`config.mk`:
```
export PLATFORM = sky130hd
export DESIGN_NAME = down_timer_flat
export DESIGN_NICKNAME = d
export VERILOG_FILES = /design/src/rtl/down_timer_if.sv /design/src/rtl/down_timer.sv /design/src/flat_wrapper.sv
export SDC_FILE = /design/constraint.sdc
export NUM_CORES = 1
export LEC_CHECK = 0
export CAP_MARGIN = 30
export CORE_ASPECT_RATIO = 0.75
export CORE_MARGIN = 1.5
export CORE_UTILIZATION = 40
export DETAILED_ROUTE_END_ITERATION = 10
export GPL_ROUTABILITY_DRIVEN = 1
export PLACE_DENSITY = 0.73
export SYNTH_ARGS = -nofsm -noshare
export SYNTH_HDL_FRONTEND = slang
export SYNTH_SLANG_ARGS = --single-unit
```
`constraint.sdc`:
```
create_clock -name clk -period 3.95 [get_ports clk]
set_input_delay 0.79 -clock clk [delete_from_list [all_inputs] [get_ports clk]]
set_output_delay 0.79 -clock clk [all_outputs]
set_load 0.1 [all_outputs]
```
`src/rtl/down_timer_if.sv`:
```
// Control/status bundle for down_timer: load/start/pause/auto_reload in, count and status out.
interface down_timer_if #(
    parameter int unsigned WIDTH = 4
);
    logic             load;
    logic [WIDTH-1:0] in;
    logic             start;
    logic             pause;
    logic             auto_reload;
    logic [WIDTH-1:0] q;
    logic             busy;
    logic             expired;
    logic             done;

    modport master (
        output load, in, start, pause, auto_reload,
        input  q, busy, expired, done
    );

    modport slave (
        input  load, in, start, pause, auto_reload,
        output q, busy, expired, done
    );
endinterface

```
`src/rtl/down_timer.sv`:
```
// Loadable down-counter with pause, one-shot or auto-reload expiry and a one-cycle done pulse.
module down_timer #(
    parameter int unsigned WIDTH = 4
) (
    input logic         clk,
    input logic         clr,
    down_timer_if.slave bus
);
    typedef enum logic [1:0] {
        IDLE    = 2'd0,
        RUN     = 2'd1,
        HOLD    = 2'd2,
        EXPIRED = 2'd3
    } state_t;

    localparam logic [WIDTH-1:0] ONE = WIDTH'(1);

    state_t           state, state_nxt;
    logic [WIDTH-1:0] q_r, q_nxt;
    logic [WIDTH-1:0] reload_val, reload_nxt;
    logic             done_r, done_nxt;

    always_ff @(posedge clk) begin
        if (clr) begin
            state      <= IDLE;
            q_r        <= '0;
            reload_val <= '0;
            done_r     <= 1'b0;
        end else begin
            state      <= state_nxt;
            q_r        <= q_nxt;
            reload_val <= reload_nxt;
            done_r     <= done_nxt;
        end
    end

    always_comb begin
        state_nxt  = state;
        q_nxt      = q_r;
        reload_nxt = reload_val;
        done_nxt   = 1'b0;
        if (bus.load) begin
            q_nxt      = bus.in;
            reload_nxt = bus.in;
            state_nxt  = IDLE;
        end else begin
            unique case (state)
                IDLE: begin
                    if (bus.start) begin
                        if (q_r != '0) begin
                            state_nxt = RUN;
                        end else begin
                            state_nxt = EXPIRED;
                            done_nxt  = 1'b1;
                        end
                    end
                end
                RUN: begin
                    if (bus.pause) begin
                        state_nxt = HOLD;
                    end else if (q_r > ONE) begin
                        q_nxt = q_r - ONE;
                    end else if (q_r == ONE) begin
                        q_nxt    = '0;
                        done_nxt = 1'b1;
                        if (!bus.auto_reload) state_nxt = EXPIRED;
                    end else begin
                        // The zero cycle is what makes the reload period reload_val+1.
                        if (bus.auto_reload) q_nxt = reload_val;
                        else                 state_nxt = EXPIRED;
                    end
                end
                HOLD: begin
                    if (!bus.pause) state_nxt = RUN;
                end
                EXPIRED: begin
                    if (bus.start) begin
                        q_nxt = reload_val;
                        if (reload_val != '0) state_nxt = RUN;
                        else                  done_nxt  = 1'b1;
                    end else begin
                        q_nxt = '0;
                    end
                end
                default: state_nxt = IDLE;
            endcase
        end
    end

    assign bus.q       = q_r;
    assign bus.busy    = (state == RUN) || (state == HOLD);
    assign bus.expired = (state == EXPIRED);
    assign bus.done    = done_r;
endmodule

```
`src/flat_wrapper.sv`:
```
// flat-port wrapper written by rule: the top's interface ports become plain ports
module down_timer_flat 
#(
    parameter int unsigned WIDTH = 4
)
  (clk, clr, bus_load, bus_in, bus_start, bus_pause, bus_auto_reload, bus_q, bus_busy, bus_expired, bus_done);
  down_timer_if #(.WIDTH(WIDTH)) bus_i ();
  input logic clk;
  input logic clr;
  input wire logic [$bits(bus_i.load)-1:0] bus_load;
  input wire logic [$bits(bus_i.in)-1:0] bus_in;
  input wire logic [$bits(bus_i.start)-1:0] bus_start;
  input wire logic [$bits(bus_i.pause)-1:0] bus_pause;
  input wire logic [$bits(bus_i.auto_reload)-1:0] bus_auto_reload;
  output wire logic [$bits(bus_i.q)-1:0] bus_q;
  output wire logic [$bits(bus_i.busy)-1:0] bus_busy;
  output wire logic [$bits(bus_i.expired)-1:0] bus_expired;
  output wire logic [$bits(bus_i.done)-1:0] bus_done;
  assign bus_i.load = bus_load;
  assign bus_i.in = bus_in;
  assign bus_i.start = bus_start;
  assign bus_i.pause = bus_pause;
  assign bus_i.auto_reload = bus_auto_reload;
  assign bus_q = bus_i.q;
  assign bus_busy = bus_i.busy;
  assign bus_expired = bus_i.expired;
  assign bus_done = bus_i.done;
  down_timer #(.WIDTH(WIDTH)) u_core (.clk(clk), .clr(clr), .bus(bus_i));
endmodule
```
==> flow_summary.json <==
{
  "layout-drive-gt1-share": 0.110,
  "cp-start-kind": "flip-flop",
  "seqPwrFrac": 0.355,
  "start_util": 0.444,
  "seq_area_frac_synth": 0.272,
  "critical_path_class": "reg2out",
  "p_total_mw": 0.364,
  "syn_to_final_growth_pct": 21.7,
  "hp-class": "reg2reg",
  "synth_area_um2": 808,
  "tightest_slew_ns": 0.962,
  "cp-end-kind": "output pin",
  "setup_viol": 0,
  "io_pins": 17,
  "max-slew-margin-rel": 0.357,
  "p_per_area_mw_per_mm2": 370,
  "synth_nets": 111,
  "worstSkewPairLatency_ns": 0.28,
  "finalNetCount": 128,
  "path_clk_slew_ns": 0.07,
  "yosys-top-cells-count": "dfxtp_1 (11), nand2_1 (9), ha_1 (8), nor2_1 (8), a21oi_1 (7)",
  "vias_per_cell": 5.78,
  "grt-ovfl-total": 0,
  "port_buffers": 16,
  "numCtsBuffers": 3,
  "irDropWorstVdd_uv": 252,
  "grt_pass1_vias": 673,
  "slew_viol_final": 0,
  "root_buffer": "clkbuf_4",
  "fin_cells": 131,
  "wire_per_inst_um": 13.1,
  "finClkSkew_ns": 0.00385,
  "p_int_mw": 0.215,
  "ys_types": 34,
  "synth_most_common_cell": "dfxtp_1",
  "gp_congestion": 0.885,
  "post_dp_cell_area_um2": 957,
  "finalHoldViolCount": 0,
  "r2r_cells": 7,
  "setup_slack_ns": 0.959,
  "yosysTopAreaCell": "dfxtp_1",
  "status": "finished clean",
  "grt_max_degree": 17,
  "clock-sinks": 11,
  "core_region_area_mm2": 0.00182,
  "yosysWarnings": 0,
  "grt_pass1_wl_um": 2960,
  "critPathLaunch": "u_core.state[0]",
  "crit_fanout": 4,
  "h-tree-depth": 1,
  "clock_path_buffers": 2,
  "netlist.area_leader.share": 0.272,
  "power_leakage_nw": 0.376,
  "post_cts_resized": 0,
  "grt_use_total": 0.179,
  "post-route-min-period_ns": 2.99,
  "drv_cap": 0,
  "timing.setup.tns_ns": 0,
  "tritoncts": "yes",
  "stdcell_area_um2": 983,
  "synthCells": 93,
  "fill_cells": 171,
  "die_h_um": 41.9,
  "rsz0062_at_grt": "false",
  "place_hpwl_um": 1340,
  "rr_endpoint": "u_core.bus.q[1]",
  "antenna_found_initial": 0,
  "die_x_um": 54.9,
  "syn_avg_cell_area_um2": 8.69,
  "slowest_stage": "clkdlybuf4s50_1",
  "critPathMaxStageDelay_ns": 1.12,
  "power.switching_mw": 0.149,
  "preCtsSetupSlack_ns": 1.25,
  "synth_area_leaders": "dfxtp_1 (27%), ha_1 (12%), mux2i_1 (7.4%)",
  "drc": 0,
  "ys_seq_elements": 11,
  "rows": 13,
  "clkPwrFrac": 0.221,
  "fmax_ghz": 0.334,
  "crit_chain": "inv_1, ha_1, clkdlybuf4s50_1",
  "r2r_slack_ns": 2.07,
  "fp.dieArea_mm2": 0.00230,
  "p_sw_frac": 0.410,
  "r2r_start": "u_core.bus.q[0]",
  "cp.required_ns": 3.16,
  "async_reset_ff_frac": 0,
  "dr.pass1.iters": 4,
  "synth_ff_type": "dfxtp_1",
  "cts_hold_buf": 0,
  "dp.cells": 127,
  "combPwrFrac": 0.423,
  "critPathCapture": "bus_busy",
  "num_vias": 757,
  "fin_util": 0.540,
  "period_share": 0.757,
  "arrival_ns": 2.20,
  "worst_hold_slack_ns": 0.486,
  "routed_wl_um": 1720,
  "cts_setup_buffers": 0,
  "ant_nets": 0,
  "dr.first_iter.drc_count": 28,
  "synth_edf_count": 0,
  "diodes": 0
}
-- power by group through the flow --
stage	registers, mW	clock network [mW]	logic (mW)
final	0.129	0.0806	0.154
after global routing	0.131	0.0914	0.165
after CTS	0.130	0.0838	0.154
after detailed placement	0.132	0	0.153
after floorplan	0.162	0	0.0875
after global placement	0.132	0	0.152
-- sequential cells by signal, indices dropped and copies added (netlist names) --
name	flops
u_core.bus.done	1
u_core.state	2
u_core.reload_val	4
u_core.bus.q	4
-- critical path: cells and delay by family (launching register included) --
family	cells	cell delay (ns)
DFF	1	0.38
adders and majority gates	1	0.30
buffers and inverters	2	1.23
-- worst min-delay path by stage --
stage | slack, ns | endpoint | start | cells past startpoint
4_1_cts | 0.48 | u_core.reload_val[3] | u_core.reload_val[3] | 2
3_3_place_gp | 0.48 | u_core.reload_val[3] | u_core.reload_val[3] | 2
3_5_place_dp | 0.47 | u_core.reload_val[3] | u_core.reload_val[3] | 2
2_1_floorplan | 0.45 | u_core.reload_val[3] | u_core.reload_val[3] | 2
6_report | 0.49 | u_core.reload_val[3] | u_core.reload_val[3] | 2
5_1_grt | 0.51 | u_core.reload_val[3] | u_core.reload_val[3] | 2
-- cell type report --
cell class                      count  area, um2  area share
Tap cell                           22       27.5      0.0280
Timing Repair Buffer               16        158       0.160
Clock buffer                        4       26.3      0.0267
Multi-Input combinational cell     72        529       0.538
Sequential cell                    11        220       0.224
Inverter                            6       22.5      0.0229
-- kinds of logic after synthesis --
group           count (synthesis)  synth area share
buf+inv                        10            0.0727
mux                             6            0.0743
fa+ha+maj                       8             0.124
simple gates                   33             0.207
compound gates                 25             0.249
flops                          11             0.272
-- per-layer routing --
metal	vias to the layer above	GRT usage	wire (um)
li1	375	-	-
met1	346	0.255	859
met2	31	0.238	703
met3	5	0.0755	135
met4	0	0.0585	21
met5	-	0	0
-- cell usage in the layout (no fill, tap or decap), types with 2 or more instances in the layout --
master / Yosys / layout
a21oi_1: 7 / 7
clkbuf_4: 0 / 3
dfxtp_1: 11 / 11
clkdlybuf4s50_1: 0 / 15
nand2_1: 9 / 9
inv_1: 6 / 6
o21ai_0: 4 / 4
ha_1: 8 / 8
nand3_1: 3 / 3
nor3_1: 5 / 5
nor2b_1: 2 / 2
nor2_1: 8 / 8
mux2i_1: 6 / 6
Power figures use the tool's default switching activity.
